--- config.mk ---
export PLATFORM = sky130hd
export DESIGN_NAME = imu_sample_packer_flat
export DESIGN_NICKNAME = d
export VERILOG_FILES = /design/src/rtl/imu_sample_packer_if.sv /design/src/rtl/imu_sample_packer.sv /design/src/flat_wrapper.sv
export SDC_FILE = /design/constraint.sdc
export NUM_CORES = 1
export LEC_CHECK = 0
export ABC_CLOCK_PERIOD_IN_PS = 3250
export CAP_MARGIN = 30
export CORE_ASPECT_RATIO = 0.9
export CORE_MARGIN = 10
export CORE_UTILIZATION = 45
export DETAILED_ROUTE_END_ITERATION = 10
export PLACE_DENSITY = 0.76
export SYNTH_ARGS = -nofsm -noshare
export SYNTH_HDL_FRONTEND = slang
export SYNTH_SLANG_ARGS = --single-unit
--- constraint.sdc ---
create_clock -name clk -period 3.25 [get_ports clk]
set_input_delay 0.65 -clock clk [delete_from_list [all_inputs] [get_ports clk]]
set_output_delay 0.65 -clock clk [all_outputs]
set_load 0.01 [all_outputs]
--- src/rtl/imu_sample_packer_if.sv ---
// Raw IMU word stream and assembled FP16 sample bus used by imu_sample_packer.
// The sensor side is master of the raw stream; the packer is master of the sample bus.
interface imu_raw_if;
   logic [15:0] raw_data;
   logic        raw_sof;
   logic        raw_valid;
   logic        raw_ready;

   modport master (output raw_data, raw_sof, raw_valid, input raw_ready);
   modport slave  (input raw_data, raw_sof, raw_valid, output raw_ready);
endinterface

interface imu_sample_if;
   logic [15:0] accel_x;
   logic [15:0] accel_y;
   logic [15:0] accel_z;
   logic [15:0] gyro_x;
   logic [15:0] gyro_y;
   logic [15:0] gyro_z;
   logic        sample_valid;
   logic        sample_ready;

   modport master (output accel_x, accel_y, accel_z, gyro_x, gyro_y, gyro_z, sample_valid,
                   input sample_ready);
   modport slave  (input accel_x, accel_y, accel_z, gyro_x, gyro_y, gyro_z, sample_valid,
                   output sample_ready);
endinterface

--- src/rtl/imu_sample_packer.sv ---
// Packs six raw int16 IMU words into one FP16 sample (gyro scaled to rad/s) for the
// orientation filter, with framing recovery and a saturating framing-error counter.
module imu_sample_packer #(
   parameter logic [15:0] GYRO_SCALE = 16'h085E,
   parameter int unsigned ERR_W      = 8
) (
   input  logic             clk,
   input  logic             reset_n,
   imu_raw_if.slave         raw,
   imu_sample_if.master     sample,
   output logic [ERR_W-1:0] err_count
);

   typedef enum logic [2:0] {
      IDX_AX = 3'd0,
      IDX_AY = 3'd1,
      IDX_AZ = 3'd2,
      IDX_GX = 3'd3,
      IDX_GY = 3'd4,
      IDX_GZ = 3'd5
   } idx_t;

   // int16 -> FP16, round to nearest even; |x| kept at 17 bits so -32768 is exact.
   function automatic logic [15:0] int_to_fp16(input logic [15:0] x);
      logic [16:0] mag;
      logic [16:0] kept;
      logic [16:0] rem;
      logic [16:0] half;
      logic        rnd;
      logic [14:0] body;
      int          p;
      mag = x[15] ? (17'd0 - {x[15], x}) : {1'b0, x};
      if (mag == 17'd0) return 16'h0000;
      p = 0;
      for (int i = 0; i < 17; i++) if (mag[i]) p = i;
      if (p <= 10) begin
         kept = mag << (10 - p);
         rnd  = 1'b0;
      end else begin
         kept = mag >> (p - 10);
         rem  = mag & ((17'd1 << (p - 10)) - 17'd1);
         half = 17'd1 << (p - 11);
         rnd  = (rem > half) || ((rem == half) && kept[0]);
      end
      body = {5'(p + 15), 10'(kept)} + {14'd0, rnd};
      return {x[15], body};
   endfunction

   // FP16 multiply, round to nearest even, with subnormal, infinity and NaN handling.
   function automatic logic [15:0] fp_mul(input logic [15:0] a, input logic [15:0] b);
      logic        sgn;
      logic        a_nan, b_nan, a_inf, b_inf, a_zero, b_zero;
      logic [10:0] sa, sb;
      logic [21:0] prod;
      logic [63:0] ext, kept, rem, half;
      logic        rnd;
      logic [14:0] body;
      int          ea, eb, lead, e, sh;
      sgn    = a[15] ^ b[15];
      a_nan  = (&a[14:10]) && (|a[9:0]);
      b_nan  = (&b[14:10]) && (|b[9:0]);
      a_inf  = (&a[14:10]) && !(|a[9:0]);
      b_inf  = (&b[14:10]) && !(|b[9:0]);
      a_zero = (a[14:0] == 15'd0);
      b_zero = (b[14:0] == 15'd0);
      if (a_nan || b_nan || (a_inf && b_zero) || (b_inf && a_zero)) return 16'h7E00;
      if (a_inf || b_inf) return {sgn, 15'h7C00};
      if (a_zero || b_zero) return {sgn, 15'h0000};
      ea   = (a[14:10] == 5'd0) ? 1 : int'(a[14:10]);
      eb   = (b[14:10] == 5'd0) ? 1 : int'(b[14:10]);
      sa   = {|a[14:10], a[9:0]};
      sb   = {|b[14:10], b[9:0]};
      prod = 22'(sa) * 22'(sb);
      lead = 0;
      for (int i = 0; i < 22; i++) if (prod[i]) lead = i;
      e  = lead + ea + eb - 35;
      // Shift so the leading one lands on bit 10; subnormal results shift further right.
      sh = lead + 12;
      if (e < 1) sh = sh + (1 - e);
      if (sh > 63) sh = 63;
      ext  = {20'd0, prod, 22'd0};
      kept = ext >> sh;
      rem  = ext & ((64'd1 << sh) - 64'd1);
      half = 64'd1 << (sh - 1);
      rnd  = (rem > half) || ((rem == half) && kept[0]);
      if (e >= 31) return {sgn, 15'h7C00};
      if (e >= 1) body = {5'(e), 10'(kept)};
      else        body = 15'(kept);
      // Mantissa carry ripples into the exponent; 0x7BFF+1 correctly becomes infinity.
      body = body + {14'd0, rnd};
      return {sgn, body};
   endfunction

   idx_t             idx_reg;
   logic             shadow_full_reg;
   logic             raw_ready_reg;
   logic             sample_valid_reg;
   logic [ERR_W-1:0] err_reg;
   logic [15:0]      shadow_reg [6];
   logic [15:0]      bank_reg   [6];

   logic        accept;
   logic        transfer;
   logic        framing_err;
   logic        complete;
   logic        shadow_full_next;
   logic [15:0] conv_word;
   logic [15:0] gyro_word;
   logic [15:0] slot_word;

   assign accept      = raw.raw_valid & raw_ready_reg;
   assign transfer    = shadow_full_reg & (!sample_valid_reg | sample.sample_ready);
   // A word is misframed when its sof flag disagrees with whether we expect word 0.
   assign framing_err = accept && (raw.raw_sof != (idx_reg == IDX_AX));
   assign complete    = accept && !raw.raw_sof && (idx_reg == IDX_GZ);
   assign conv_word   = int_to_fp16(raw.raw_data);
   assign gyro_word   = fp_mul(conv_word, GYRO_SCALE);
   assign slot_word   = (idx_reg >= IDX_GX) ? gyro_word : conv_word;

   assign shadow_full_next = transfer ? 1'b0 : (shadow_full_reg | complete);

   always_ff @(posedge clk or negedge reset_n) begin
      if (!reset_n) begin
         idx_reg          <= IDX_AX;
         shadow_full_reg  <= 1'b0;
         raw_ready_reg    <= 1'b0;
         sample_valid_reg <= 1'b0;
         err_reg          <= '0;
         for (int i = 0; i < 6; i++) begin
            shadow_reg[i] <= '0;
            bank_reg[i]   <= '0;
         end
      end else begin
         if (accept) begin
            if (raw.raw_sof && (idx_reg != IDX_AX)) begin
               shadow_reg[0] <= conv_word;
               idx_reg       <= IDX_AY;
            end else if (raw.raw_sof || (idx_reg != IDX_AX)) begin
               shadow_reg[idx_reg] <= slot_word;
               idx_reg <= (idx_reg == IDX_GZ) ? IDX_AX : idx_t'(idx_reg + 3'd1);
            end
         end
         if (framing_err && (err_reg != '1)) err_reg <= err_reg + 1'b1;
         shadow_full_reg <= shadow_full_next;
         raw_ready_reg   <= !shadow_full_next;
         if (transfer) begin
            for (int i = 0; i < 6; i++) bank_reg[i] <= shadow_reg[i];
            sample_valid_reg <= 1'b1;
         end else if (sample_valid_reg && sample.sample_ready) begin
            sample_valid_reg <= 1'b0;
         end
      end
   end

   assign raw.raw_ready       = raw_ready_reg;
   assign sample.sample_valid = sample_valid_reg;
   assign sample.accel_x      = bank_reg[0];
   assign sample.accel_y      = bank_reg[1];
   assign sample.accel_z      = bank_reg[2];
   assign sample.gyro_x       = bank_reg[3];
   assign sample.gyro_y       = bank_reg[4];
   assign sample.gyro_z       = bank_reg[5];
   assign err_count           = err_reg;

endmodule

--- src/flat_wrapper.sv ---
// flat-port wrapper written by rule: the top's interface ports become plain ports
module imu_sample_packer_flat 
#(
   parameter logic [15:0] GYRO_SCALE = 16'h085E,
   parameter int unsigned ERR_W      = 8
)
  (clk, reset_n, err_count, raw_raw_data, raw_raw_sof, raw_raw_valid, raw_raw_ready, sample_accel_x, sample_accel_y, sample_accel_z, sample_gyro_x, sample_gyro_y, sample_gyro_z, sample_sample_valid, sample_sample_ready);
  imu_raw_if raw_i ();
  imu_sample_if sample_i ();
  input  logic clk;
  input  logic reset_n;
  output logic [ERR_W-1:0] err_count;
  input wire logic [$bits(raw_i.raw_data)-1:0] raw_raw_data;
  input wire logic [$bits(raw_i.raw_sof)-1:0] raw_raw_sof;
  input wire logic [$bits(raw_i.raw_valid)-1:0] raw_raw_valid;
  output wire logic [$bits(raw_i.raw_ready)-1:0] raw_raw_ready;
  output wire logic [$bits(sample_i.accel_x)-1:0] sample_accel_x;
  output wire logic [$bits(sample_i.accel_y)-1:0] sample_accel_y;
  output wire logic [$bits(sample_i.accel_z)-1:0] sample_accel_z;
  output wire logic [$bits(sample_i.gyro_x)-1:0] sample_gyro_x;
  output wire logic [$bits(sample_i.gyro_y)-1:0] sample_gyro_y;
  output wire logic [$bits(sample_i.gyro_z)-1:0] sample_gyro_z;
  output wire logic [$bits(sample_i.sample_valid)-1:0] sample_sample_valid;
  input wire logic [$bits(sample_i.sample_ready)-1:0] sample_sample_ready;
  assign raw_i.raw_data = raw_raw_data;
  assign raw_i.raw_sof = raw_raw_sof;
  assign raw_i.raw_valid = raw_raw_valid;
  assign raw_raw_ready = raw_i.raw_ready;
  assign sample_accel_x = sample_i.accel_x;
  assign sample_accel_y = sample_i.accel_y;
  assign sample_accel_z = sample_i.accel_z;
  assign sample_gyro_x = sample_i.gyro_x;
  assign sample_gyro_y = sample_i.gyro_y;
  assign sample_gyro_z = sample_i.gyro_z;
  assign sample_sample_valid = sample_i.sample_valid;
  assign sample_i.sample_ready = sample_sample_ready;
  imu_sample_packer #(.GYRO_SCALE(GYRO_SCALE), .ERR_W(ERR_W)) u_core (.clk(clk), .reset_n(reset_n), .raw(raw_i), .sample(sample_i), .err_count(err_count));
endmodule
[Word level (Yosys, flattened, before mapping)]
Cells that the tools add are included.
Operators by class
  add/subtract/negate cells: 18
  $mul: 1
  div/mod/pow operators: 0
  $lt $le $gt $ge: 10
  eq/ne operators: 5
  shift-type cells: 7
  mux-type cells: 93
  bitwise logic cells: 8
  reduce and logical (&&, ||, !) cells: 30
Operators by type and width (number)
  $mux W32: 12
  $mux W16: 13
  $shl A1 B32 Y64 const A: 2
  $bwmux W96: 1
  $mux W96: 1
  $mux W15: 5
  $add A32 B32 Y32: 2
  $and A44 B64 Y64: 1
  $eq A64 B64 Y1: 1
  $gt A64 B64 Y1: 1
  $mux W4: 16
  $shl A1 B32 Y17 const A: 2
  $sub A32 B5 Y32 const B: 2
  $sub A64 B1 Y64 const B: 1
  $demux W16 S3: 1
  $shr A44 B32 Y15: 1
  $mux W5: 8
  $mux W3: 11
  $add A32 B3 Y32 const B: 1
  $add A32 B5 Y32 const B: 1
  $ge A32 B2 Y1 const B: 1
  $ge A32 B6 Y1 const B: 1
  $gt A32 B7 Y1 const B: 1
  $le A32 B5 Y1 const B: 1
  45 further kinds: 85
Word-level totals
  bits in registers: 206
  latch bits: 0
  memory bits (writable): 0
  ROM bits: 0
  input bits: 21
  output and inout port bits: 106
  word-level logic and storage cells: 189
  memories kept: 0

[Longest topological paths before layout]
  depth in word-level cells: 85
  gate-level depth with buffers: 112
  mapped depth without buffers: 104

[Least setup slack after synthesis]
No wires, ideal clock.
  kind: input to register
  from: in raw_raw_data[0]
  to: reg u_core.shadow_reg[60] (netlist bit)
  library setup time: 125 ps
  data arrival time: 21233 ps
  data required time: 3125 ps
  setup slack: -18108 ps
  stages on the path: 108
  path buffers: 8
  cell sequence: buf_2 -> inv_1 -> ha_1 -> or4b_4 -> buf_6 -> or4_4 -> nor3_4 -> nor3_4 -> or3_1 -> and2_1 -> buf_6 -> ha_1 -> a31oi_2 -> ha_1 -> nand2b_1 -> a21oi_2 -> nand2_1 -> or3_1 -> (+72 left out) -> nor2b_1 -> o21ai_0 -> nand2b_1 -> a21oi_1 -> nor2b_1 -> o21ai_0 -> nand2b_1 -> a21oi_1 -> o21ai_0 -> mux2i_1 -> a21oi_1 -> ha_1 -> nand4b_2 -> nand4b_1 -> or3_1 -> a21oi_2 -> nor3_1 -> mux2_2
On the way
  longest elaborated chain between the ends: 82
  elaborated cells on any way between the ends: 129
  those cells by class: 16 x add/sub; 1 x mul; 7 x order compare; 2 x eq/ne; 7 x shift; 81 x mux; 2 x bitwise; 13 x reduce/logical
Ends and longest elaborated chain
  start: declaration: RTL line flat_wrapper.sv:13  | input wire logic [$bits(raw_i.raw_data)-1:0] raw_raw_data;
  $sub A1 B16 Y17: RTL line imu_sample_packer.sv:32  | mag = x[15] ? (17'd0 - {x[15], x}) : {1'b0, x};
  $mux W17 (*): RTL line imu_sample_packer.sv:32
  parallel branches: the longest is 27 deep, another holds $mux W4
  $mux W16 (*): RTL line imu_sample_packer.sv:34  | p = 0;
  parallel branches: the longest is 50 deep, another holds $mul A11 B10 Y21
  $mux W16 (*): RTL line imu_sample_packer.sv:118  | assign slot_word = (idx_reg >= IDX_GX) ? gyro_word : conv_word;
  $bwmux W96 (*): RTL line imu_sample_packer.sv:139  | shadow_reg[idx_reg] <= slot_word;
  end signal: indexed assignment: RTL line imu_sample_packer.sv:139
  end: declaration: RTL line imu_sample_packer.sv:99  | logic [15:0] shadow_reg [6];
Every way passes the cells marked *. The select of a mux whose other input is x is not followed.
A chain may end at the register's enable or synchronous reset.

[Final worst setup path]
  from: in raw_raw_data[0]
  to: reg u_core.shadow_reg[91] (netlist bit)
On the way
  longest elaborated chain between the ends: 84
  elaborated cells on any way between the ends: 131
  those cells by class: 16 x add/sub; 1 x mul; 7 x order compare; 2 x eq/ne; 7 x shift; 83 x mux; 2 x bitwise; 13 x reduce/logical
Ends and longest elaborated chain
  $sub A1 B16 Y17: RTL line imu_sample_packer.sv:32
  $mux W17 (*): RTL line imu_sample_packer.sv:32
  parallel branches: the longest is 27 deep, another holds $mux W4
  $mux W16 (*): RTL line imu_sample_packer.sv:34
  parallel branches: the longest is 53 deep, another holds $mul A11 B10 Y21
  $mux W16 (*): RTL line imu_sample_packer.sv:135  | if (raw.raw_sof && (idx_reg != IDX_AX)) begin
Marks and branches as above.

==> flow_summary.yaml <==
logic_synthesis:
  yosys.area_share.xor_xnor_pct: 3.71
  synth_top_family_by_area: "compound AO/OA/AOI/OAI gates"
  ys_seq_area_share_pct: 27.0
  ys.warnings.count: 0
  syn_area_um2: 19100
  synth_cell_types: 128
  synth_cells: 2185
  avgSynthCellArea_um2: 8.72
  async_flop_share_pct: 100
  yosys.area_share.simple_pct: 19.7
  synth_seq_cells: 206
  post_synth_mux_area_share_pct: 8.00
  synth_edf_count: 0
  synthFlopType: "dfrtp_1"
  synthAdderAreaFrac_pct: 13.2
  synth-compound-area-share_pct: 23.0
cts:
  clk_path_buf_depth: 3
  clk_transition_reported_paths_ps: 70
  cts_sinks: 206
  cts_root_buffer: "clkbuf_16"
  cts_max_level: 1
  cts_made_buffers: 17
  clock_latency_ps: 480
  cts_hold_buf: 0
  cts_tree: "yes"
die:
  core-area_um2: 41800
  die_h_um: 215
  die_x_um: 237
  dieArea_um2: 51000
  io_pins: 127
  rows: 71
  initial_core_util_pct: 45.6
sta:
  period_needed_ps: 19060
  hold_viol_final: 0
  worst_slack_ps: -15810
  fmax_ghz: 0.0525
  finalMaxSlewViolations: 0
  final.period_utilization_pct: 587
  rsz0062_at_grt: "yes"
  relSlewSlack_pct: 48.6
  worstMarginPinSlew_ps: 766
  fin_worst_skew_ps: 11.6
  timing.final.setup_violations: 96
placed_design:
  dpl_worst_slack_ps: -17170
  port_buffers: 126
  dpl_cell_area_um2: 26400
  place_congestion: 1.09
  placed_cells: 3466
  dp_hpwl_um: 66900
detailed_routing:
  drcViolationCount: 0
  vias_per_cell: 6.04
  wl_per_cell_um: 23.6
  routed_wl_um: 84000
  detail-route-antenna-nets: 0
  route.vias.total: 21500
  drt-pass1-iter-count: 5
  drt-initial-drc-count: 2401
hold_path:
  hold_class: "in2async"
global_routing:
  first_global_vias: 21600
  antenna_found_initial: 0
  grt_max_degree: 90
  grt_pass1_wl_um: 127000
  overflow: 0
  grt.total_usage_pct: 31.4
final_layout:
  final_nets: 3208
  layout-drive-gt1-share_pct: 40.8
  largest_register_ffs: 96
  post-route-cell-area_um2: 28500
  finalCoreUtilization_pct: 68.0
  fin_cells: 3560
  diodes: 0
  area_delta_synth_final_pct: 49.3
setup_path:
  cp-end-kind: "register"
  start_kind: "input pin"
  crit_slowest_cell: "or4_4"
  crit_family: "simple AND/OR/NAND/NOR gates"
  worstPathArrival_ps: 19440
  max_stage_delay_ps: 510
  cp_max_fo: 5
  path_buf_inv: 17
  path_class: "in2reg"
  crit_required_ps: 3620
job:
  maxCapViolations: 0
run_status:
  violations: "setup timing"
  status: "finished with violations"
==> through the flow <==
step | setup TNS [ps] | hold WS [ps]
3_5_place_dp | -1558330 | 470
5_1_grt | -1517690 | 288
2_1_floorplan | -1448140 | 354
4_1_cts | -1400270 | 266
6_report | -1438230 | 234
3_3_place_gp | -1513980 | 460
==> kinds of logic after synthesis <==
family                   after synthesis
multiplexers                         136
AND/OR/NAND/NOR                      746
flip-flops                           206
adder cells (fa/ha/maj)              184
XOR/XNOR                              79
AO/OA/AOI/OAI                        619
other                                  2
buffers and inverters                213
==> area by class of cell <==
class | count | area (um2)
tap | 547 | 684
timing repair buffer | 890 | 7150
multi-input combinational | 1779 | 14500
fill | 3294 | 13400
sequential | 206 | 5150
inverter | 109 | 437
clock inverter | 4 | 95.1
clock buffer | 25 | 475
==> layer usage <==
layer	vias up	share of wire, %	track usage (%)
met5	-	0	0
met1	10600	42	41.6
li1	9693	-	-
met2	1051	44	48.4
met3	167	11	9.53
met4	0	2.9	8.66
==> worst paths after layout <==
| path | cells after the start | startpoint | endpoint | slack [ps] |
|---|---|---|---|---|
| worst max-delay path | 107 | raw_raw_data[0] | u_core.shadow_reg[91] | -15810 |
| worst min-delay path | 1 | reset_n | u_core.sample.gyro_z[11] | 230 |
| worst max register to register | 11 | u_core.idx_reg[0] | u_core.shadow_reg[83] | 410 |
| worst min register to register | 2 | u_core.shadow_reg[21] | u_core.shadow_reg[21] | 490 |
| max in group asynchronous | 2 | reset_n | u_core.sample.gyro_y[12] | 2200 |
| min in group clk | 2 | u_core.shadow_reg[21] | u_core.shadow_reg[21] | 490 |
==> cells in the mapped netlist, types with 13 or more instances <==
cell type | number | area share, %
nand2_1 | 244 | 4.8
dfrtp_1 | 206 | 27
nor2_1 | 165 | 3.2
ha_1 | 155 | 10
o21ai_0 | 134 | 3.5
mux2_2 | 121 | 7.1
inv_1 | 105 | 2.1
a21oi_1 | 102 | 2.7
clkbuf_1 | 58 | 1.1
nand3_1 | 58 | 1.5
xnor2_1 | 51 | 2.3
nor3_1 | 42 | 1.1
fa_1 | 29 | 3.0
nor4_1 | 28 | 0.92
a211oi_1 | 27 | 1.1
xor2_1 | 26 | 1.2
o211ai_1 | 25 | 0.98
or3_1 | 25 | 0.82
a31oi_1 | 24 | 0.79
o21ai_1 | 24 | 0.63
a21o_1 | 23 | 0.91
o31ai_1 | 22 | 0.87
and2_1 | 21 | 0.69
nand4_1 | 21 | 0.69
nor2b_1 | 21 | 0.69
o22ai_1 | 21 | 0.69
nand2b_1 | 19 | 0.62
a22oi_1 | 18 | 0.71
buf_6 | 18 | 1.1
o21a_1 | 17 | 0.67
and3_1 | 14 | 0.46
mux2i_1 | 14 | 0.74
a221oi_1 | 13 | 0.60
or2_2 | 13 | 0.43
==> layout by cell type, fill, tap and decap left out, types with 12 or more instances in the layout <==
cell type,instances
nand3_1,50
nand2_1,227
mux2i_1,14
and2_1,18
a22oi_1,12
o31ai_1,17
o21a_1,16
nor4_1,20
buf_4,737
a31oi_1,21
buf_6,21
nand2_2,18
mux2_2,112
ha_1,126
a211oi_1,22
a21o_1,23
fa_1,27
nor2_1,153
o21ai_1,50
a21oi_2,19
conb_1,15
nor2_2,13
nor2b_1,19
dfrtp_1,206
clkdlybuf4s50_1,112
ha_4,25
xnor2_1,36
nand4_1,21
nor3_1,32
o22ai_1,20
inv_1,91
o21ai_0,74
xnor2_2,14
or3_1,19
nand2b_1,16
a21oi_1,85
o211ai_1,25
o21ai_2,34
xor2_1,22
clkbuf_16,17
==> timing repair <==
| item | 4_1_cts | 5_1_grt |
|---|---|---|
| resized for setup | 224 | 31 |
| setup buffers | 72 | 11 |
| setup endpoints to repair | 96 | 96 |
| pin swaps | 135 | 26 |
Power is left out: the tool's default activity adds up to more than one toggle a clock period on the data nets, which glitch-free logic cannot reach.
